`config.mk`:
```
export PLATFORM = sky130hd
export DESIGN_NAME = if_id_queue
export DESIGN_NICKNAME = d
export VERILOG_FILES = /design/src/rtl/if_id_queue.sv
export SDC_FILE = /design/constraint.sdc
export NUM_CORES = 1
export LEC_CHECK = 0
export BUFFER_PORTS_ARGS = -buffer_cell sky130_fd_sc_hd__buf_2
export CAP_MARGIN = 15
export CORE_MARGIN = 2
export CORE_UTILIZATION = 28
export DETAILED_ROUTE_END_ITERATION = 8
export PLACE_DENSITY = 0.59
export SYNTH_ARGS = -nofsm -noshare
export SYNTH_HDL_FRONTEND = slang
export SYNTH_SLANG_ARGS = --single-unit
```
`constraint.sdc`:
```
create_clock -name clk -period 5.1 [get_ports clk]
set_input_delay 1.02 -clock clk [delete_from_list [all_inputs] [get_ports clk]]
set_output_delay 1.02 -clock clk [all_outputs]
set_load 0.02 [all_outputs]
```
`src/rtl/if_id_queue.sv`:
```
// IF->ID instruction queue: buffers {pc4, instruction} pairs from fetch and
// hands them to decode in order. Optional performance counters under IFQ_PERF_EN.
module if_id_queue #(
    parameter int          DEPTH    = 2,
    parameter logic [31:0] NOP_INST = 32'h00000013
) (
    input  logic        clk,
    input  logic        reset,
`ifdef IFQ_PERF_EN
    output logic [31:0] stall_cycles,
    output logic [31:0] flushed_entries,
`endif
    input  logic [31:0] instruction_in,
    input  logic [31:0] pc4_in,
    input  logic        fetch_valid,
    output logic        hazard,
    input  logic        outBranchControl,
    input  logic        jump,
    output logic [31:0] instruction_out,
    output logic [31:0] pc4_out,
    output logic        id_valid,
    input  logic        id_ready
);

    localparam int               PTR_W    = $clog2(DEPTH);
    localparam int               CNT_W    = $clog2(DEPTH + 1);
    localparam logic [PTR_W-1:0] LAST_PTR = PTR_W'(DEPTH - 1);
    localparam logic [CNT_W-1:0] FULL_CNT = CNT_W'(DEPTH);

    logic [63:0]      mem_q [DEPTH];
    logic [63:0]      mem_d [DEPTH];
    logic [PTR_W-1:0] rd_ptr_q, rd_ptr_d;
    logic [PTR_W-1:0] wr_ptr_q, wr_ptr_d;
    logic [CNT_W-1:0] count_q, count_d;
    logic [63:0]      head;
    logic             full;
    logic             not_empty;
    logic             flush;
    logic             push;
    logic             pop;

    // Handshakes: an entry moves on a rising edge only when its producer's
    // valid and the consumer's ready (fetch side: ~hazard) are both high and
    // no redirect is flushing; ready never depends combinationally on valid.
    assign full      = (count_q == FULL_CNT);
    assign not_empty = (count_q != '0);
    assign flush     = outBranchControl | jump;
    assign push      = fetch_valid & ~full & ~flush;
    assign pop       = not_empty & id_ready & ~flush;

    // Explicit wrap keeps non-power-of-two depths inside the array.
    function automatic logic [PTR_W-1:0] ptr_inc(input logic [PTR_W-1:0] p);
        return (p == LAST_PTR) ? '0 : p + PTR_W'(1);
    endfunction

    always_comb begin
        rd_ptr_d = rd_ptr_q;
        wr_ptr_d = wr_ptr_q;
        count_d  = count_q;
        if (flush) begin
            count_d  = '0;
            rd_ptr_d = wr_ptr_q;
        end else begin
            if (push) wr_ptr_d = ptr_inc(wr_ptr_q);
            if (pop)  rd_ptr_d = ptr_inc(rd_ptr_q);
            case ({push, pop})
                2'b10:   count_d = count_q + CNT_W'(1);
                2'b01:   count_d = count_q - CNT_W'(1);
                default: count_d = count_q;
            endcase
        end
    end

    always_comb begin
        mem_d = mem_q;
        if (push) mem_d[wr_ptr_q] = {pc4_in, instruction_in};
    end

    // Storage holds no reset; validity is tracked entirely by count.
    always_ff @(posedge clk) begin
        mem_q <= mem_d;
    end

    always_ff @(posedge clk) begin
        if (reset) begin
            rd_ptr_q <= '0;
            wr_ptr_q <= '0;
            count_q  <= '0;
        end else begin
            rd_ptr_q <= rd_ptr_d;
            wr_ptr_q <= wr_ptr_d;
            count_q  <= count_d;
        end
    end

    assign head            = mem_q[rd_ptr_q];
    assign hazard          = full;
    assign id_valid        = not_empty;
    assign instruction_out = not_empty ? head[31:0]  : NOP_INST;
    assign pc4_out         = not_empty ? head[63:32] : 32'h0;

`ifdef IFQ_PERF_EN
    logic [31:0] stall_cycles_q, stall_cycles_d;
    logic [31:0] flushed_entries_q, flushed_entries_d;
    logic [32:0] flushed_sum;

    assign flushed_sum = {1'b0, flushed_entries_q} + 33'(count_q) + 33'(fetch_valid);

    // Both counters saturate rather than wrap.
    always_comb begin
        stall_cycles_d    = stall_cycles_q;
        flushed_entries_d = flushed_entries_q;
        if (fetch_valid && full && !flush && (stall_cycles_q != '1))
            stall_cycles_d = stall_cycles_q + 32'd1;
        if (flush)
            flushed_entries_d = flushed_sum[32] ? '1 : flushed_sum[31:0];
    end

    always_ff @(posedge clk) begin
        if (reset) begin
            stall_cycles_q    <= '0;
            flushed_entries_q <= '0;
        end else begin
            stall_cycles_q    <= stall_cycles_d;
            flushed_entries_q <= flushed_entries_d;
        end
    end

    assign stall_cycles    = stall_cycles_q;
    assign flushed_entries = flushed_entries_q;
`endif

endmodule

```
==> flow_summary.yaml, run 1 <==
grt:
  grt_overflow_total: 0
  use_met1_pct: 11.7
  grt-busiest-layer: "met2"
  grt_pass1_vias: 2835
  antenna_found_initial: 0
  grt_max_degree: 66
  use_met3_pct: 4.82
  grt_pass1_wl_um: 14600
  track_usage_pct: 10.8
  met2_usage_pct: 18.2
clock_tree:
  cts_buffers: 17
  postCtsHoldBufs: 0
  worstSkewPairLatency_ps: 420
  clock_tree.buffer_depth: 2
  ctsResizeCount: 0
  cts_tree: "built"
  cts-root-buf: "clkbuf_16"
  cts.sinks: 132
  post_cts_buffers: 0
  h-tree-depth: 4
  clkTransAtPathRegs_ps: 50
logic_synthesis:
  synth_top_area_share_pct: 76.5
  syn_nets: 368
  synth_top_area_cell: "edfxtp_1"
  synth_seq_area_share_pct: 78.0
  yosys_warnings: 0
  ys_top_cells_by_area: "edfxtp_1 (76%), mux2i_1 (13%), nor2_1 (5.1%), dfxtp_1 (1.6%), buf_2 (0.80%)"
  syn_area_um2: 5030
  syn_inst: 297
  avgSynthCellArea_um2: 16.9
  ys_types: 20
  synth.ff_latch_count: 132
critical_path:
  cp-end-kind: "primary output"
  slowest_delay_ps: 560
  worstSetupStartpointType: "flip-flop"
  crit_chain: "nor2_4, buf_4, nor2_1, buf_2"
  r2r_setup_slack_ps: 2600
  setup.worst_path.class: "reg2out"
  worstPathArrival_ps: 2160
  crit_required_ps: 4080
  cp_max_fo: 35
  cp_slowest_cell: "nor2_4"
power_and_ir_drop:
  switching_share_pct: 20.0
  ir_drop_mv: 0.208
  p_leak_nw: 2.41
  seq_power_share_pct: 53.1
  intPower_mw: 1.86
  p_comb_share_pct: 4.0
  p_clk_share_pct: 42.9
  p_switching_mw: 0.464
  power.density_nw_per_um2: 361
sta:
  finalCriticalPeriod_ps: 3180
  setup_ws_ps: 1920
  hold_viol_final: 0
  period_share_pct: 62.4
  whs_ps: 578
  rsz0062_at_grt: "false"
  slew_viol_final: 0
  max_freq_mhz: 314
  tightest_slew_ps: 1160
  tns_ps: 0
  finalSetupViolCount: 0
  clock_skew_ps: 12.3
  maxSlewHeadroom_pct: 22.7
floorplanning:
  floorplan.initialDensity_pct: 28.9
  row_count: 48
  core_area_um2: 17400
  die_area_um2: 19000
  io_pins: 136
  die_width_um: 138
  die_h_um: 138
routing:
  drt_first_pass_iters: 4
  routed-via-count: 2845
  wl_um: 9870
  ant_nets: 0
  drt_iter0_markers: 69
  wl_per_cell_um: 14.6
  vias_per_cell: 4.21
  remaining_drc_errors: 0
placement:
  place.gp.congestion: 0.695
  pre_cts_ws_ps: 1830
  port_buffers: 135
  dp_hpwl_um: 6340
finish:
  nets: 512
  areaGrowthSynthToFinish_pct: 28.0
  drive_gt1_share_pct: 37.0
  final_cell_mix: "buf_2 (135), edfxtp_1 (128), nor2_1 (65)"
  diodes: 0
  final_common_cell: "buf_2"
worst_hold_path:
  hp-class: "reg2reg"
outcome:
  outcome: "finished clean"
run:
  maxCapViolCount: 0
[worst max-delay path: cells and delay by family (launching register included)]
| family | cells | cell delay (ps) |
|---|---|---|
| buffers and inverters | 2 | 660 |
| DFF | 1 | 380 |
| and+or+nand+nor | 2 | 690 |
[routing by layer]
metal	routed length, um	up-vias	part of all wire, %
li1	-	1387	-
met1	4060	1346	41
met2	4880	97	49
met3	754	15	7.6
met4	178	0	1.8
met5	0	-	0
[cells in the mapped netlist, drive strengths merged]
| cell type | n |
|---|---|
| xor2 | 1 |
| or3 | 1 |
| buf | 13 |
| dfxtp | 4 |
| nand3b | 1 |
| a21boi | 1 |
| edfxtp | 128 |
| inv | 2 |
| mux2 | 1 |
| ha | 1 |
| nor2b | 1 |
| mux2i | 64 |
| nor3 | 2 |
| nand2 | 3 |
| o21ai | 2 |
| nor2 | 68 |
| xnor2 | 2 |
| a211oi | 1 |
| and2 | 1 |
[sequential cells by signal (all words and copies together), names as in the netlist]
| signal | count |
|---|---|
| count_q | 2 |
| wr_ptr_q | 1 |
| rd_ptr_q | 1 |
| mem_q | 128 |
[layout make-up]
type	count	area, um2
clock buffer	20	437
timing repair buffer	138	698
sequential	132	3930
inverter	2	7.51
clock inverter	9	42.5
fill	1665	11000
multi-input combinational	150	1040
tap	225	282
[path summary, 6_finish.rpt]
path,cells after the start,end,from
max,4,pc4_out[12],count_q[0]$_SDFFE_PP0P_
min,2,count_q[1]$_SDFFE_PP0P_,count_q[1]$_SDFFE_PP0P_
max reg2reg,4,mem_q[4]$_DFFE_PP_,count_q[0]$_SDFFE_PP0P_
min reg2reg,2,count_q[1]$_SDFFE_PP0P_,count_q[1]$_SDFFE_PP0P_
[cell families (layout without fill, tap and decap cells)]
family / after synthesis / count (layout) / synth area share, %
xor gates and xnor gates: 3 / 3 / 0.523
buffers and inverters: 15 / 169 / 1.69
DFF: 132 / 132 / 78.0
muxes: 65 / 65 / 13.0
and+or+nand+nor: 77 / 77 / 6.02
AOI/OAI and AO/OA: 4 / 4 / 0.498
adders and majority gates: 1 / 1 / 0.249
[stage by stage]
step	utilization [%]	area [um2]	instances	total power, mW
CTS	36.9	6430	676	2.36
detailed placement	34.2	5960	647	1.35
global placement	34.2	5960	647	1.35
finish	36.9	6430	676	2.33
global route	36.9	6430	676	2.42
floorplan	-	5030	297	1.30
[power groups by stage]
stage	Combinational [mW]	Clock (mW)	Sequential, mW
floorplan	0.0595	0	1.24
global placement	0.0917	0	1.26
detailed placement	0.0951	0	1.26
CTS	0.0952	1.03	1.24
global route	0.103	1.08	1.24
finish	0.0931	0.997	1.23
No activity file was read; power rests on OpenSTA's default activity.
==> run 2: changes to the inputs <==
clock period = 3 ns   (was 5.1 ns; I/O delays follow)
==> flow_summary.yaml, run 2 (synthesis results as in run 1) <==
outcome:
  outcome: "finished clean"
grt:
  grt_pass1_wl_um: 15100
  grt_max_degree: 65
  grt_pass1_vias: 3030
  track_usage_pct: 10.7
  grt_overflow_total: 0
  antenna_found_initial: 1
power_and_ir_drop:
  p_switching_mw: 0.801
  p_leak_nw: 2.47
  intPower_mw: 3.44
  power.density_nw_per_um2: 644
  switching_share_pct: 18.9
  p_clk_share_pct: 46.7
  p_comb_share_pct: 4.2
  ir_drop_mv: 0.350
  seq_power_share_pct: 49.1
finish:
  final_cell_mix: "buf_2 (135), edfxtp_1 (128), nor2_1 (65)"
  areaGrowthSynthToFinish_pct: 31.0
  nFillCells: 1689
  largest_reg_flops: 128
  nets: 514
  regArea_um2: 3930
  multi_input_area_um2: 1040
  final_common_cell: "buf_2"
  top_register: "mem_q"
  drive_gt1_share_pct: 36.6
  stdcell_area_um2: 6580
  reg_top3: "mem_q (128), count_q (2)"
  diodes: 0
routing:
  ant_nets: 0
  wl_um: 9890
  drt_iter0_markers: 79
  routed-via-count: 2902
  remaining_drc_errors: 0
  vias_per_cell: 4.26
  wl_per_cell_um: 14.5
  drt_first_pass_iters: 4
worst_hold_path:
  hold_end: "mem_q[84]$_DFFE_PP_"
  whs_path_depth: 1
  hp-start: "instruction_in[20]"
  hp-class: "in2reg"
sta:
  whs_ps: 380
  hold_viol_final: 0
  finalSetupViolCount: 0
  clock_skew_ps: 8.66
  rsz0062_at_grt: "false"
  tightest_slew_ps: 616
  slew_viol_final: 0
  finalCriticalPeriod_ps: 2470
  maxSlewHeadroom_pct: 58.9
  max_freq_mhz: 404
  tns_ps: 0
  period_share_pct: 82.4
critical_path:
  r2r-start: "count_q[0]$_SDFFE_PP0P_"
  worstPathArrival_ps: 1870
  slowest_delay_ps: 520
  setup.worst_path.class: "reg2out"
  r2r-end: "count_q[1]$_SDFFE_PP0P_"
  cp_slowest_cell: "nor2_4"
  crit_required_ps: 2400
  reg2reg_depth: 5
  cp-end-kind: "primary output"
  r2r_setup_slack_ps: 1160
  cp_max_fo: 40
  crit_chain: "nor2_4, buf_12, nor2_1, buf_2"
  worstSetupStartpointType: "flip-flop"
clock_tree:
  ctsResizeCount: 0
  clkTransAtPathRegs_ps: 50
  post_cts_buffers: 0
  clock_tree.buffer_depth: 2
  cts-root-buf: "clkbuf_16"
  cts_tree: "built"
  worstSkewPairLatency_ps: 410
  h-tree-depth: 4
  cts.sinks: 132
  postCtsHoldBufs: 0
  cts_buffers: 17
placement:
  place.gp.congestion: 0.696
  dp_hpwl_um: 6320
  port_buffers: 135
  dpl_cell_area_um2: 6020
floorplanning:
  floorplan.initialDensity_pct: 28.9
  die_h_um: 138
  io_pins: 136
  die_area_um2: 19000
  die_width_um: 138
  core_area_um2: 17400
  row_count: 48
run:
  maxCapViolCount: 0
==> run 2: area by class of cell <==
class / instances / share of cell area, %
clock buffer: 24 / 6.86
tap: 225 / 4.28
sequential: 132 / 59.7
timing repair buffer: 140 / 11.6
multi-input combinational: 150 / 15.8
inverter: 2 / 0.114
clock inverter: 8 / 1.69
==> run 2: worst max-delay path by stage <==
stage	from	to	slack [ps]	depth (start not counted)
4_1_cts	count_q[1]$_SDFFE_PP0P_	instruction_out[31]	450	4
3_3_place_gp	jump	count_q[1]$_SDFFE_PP0P_	920	6
5_1_grt	count_q[1]$_SDFFE_PP0P_	pc4_out[27]	390	4
6_report	count_q[1]$_SDFFE_PP0P_	pc4_out[27]	530	4
3_5_place_dp	jump	count_q[1]$_SDFFE_PP0P_	840	6
2_1_floorplan	jump	mem_q[100]$_DFFE_PP_	-50	3
==> run 2: per-layer routing <==
layer	wire (um)	GRT usage, %	up-vias
li1	-	-	1396
met2	4770	17.5	97
met3	656	4.42	13
met4	118	4.37	2
met5	16	0	-
met1	4340	12.6	1394
==> run 2: power by group through the flow <==
stage          combinational, mW  sequential (mW)  clock [mW]
2_1_floorplan              0.102             2.11           0
3_3_place_gp               0.177             2.12           0
3_5_place_dp               0.184             2.12           0
4_1_cts                    0.184             2.08        2.05
5_1_grt                    0.197             2.08        2.15
6_report                   0.179             2.08        1.98
==> run 2: critical path: cells and delay by family, from the launching register on <==
family,cells,cell delay (ps)
buffers and inverters,2,470
flip-flops,1,350
AND/OR/NAND/NOR,2,620
==> run 2: metrics by stage <==
step	instances	power (mW)	worst slack [ps]	util [%]
final	681	4.24	527	37.8
after global placement	649	2.29	919	34.6
after floorplan	297	2.21	-54.1	-
after CTS	681	4.31	452	37.8
after detailed placement	649	2.30	845	34.6
after global routing	681	4.43	390	37.8
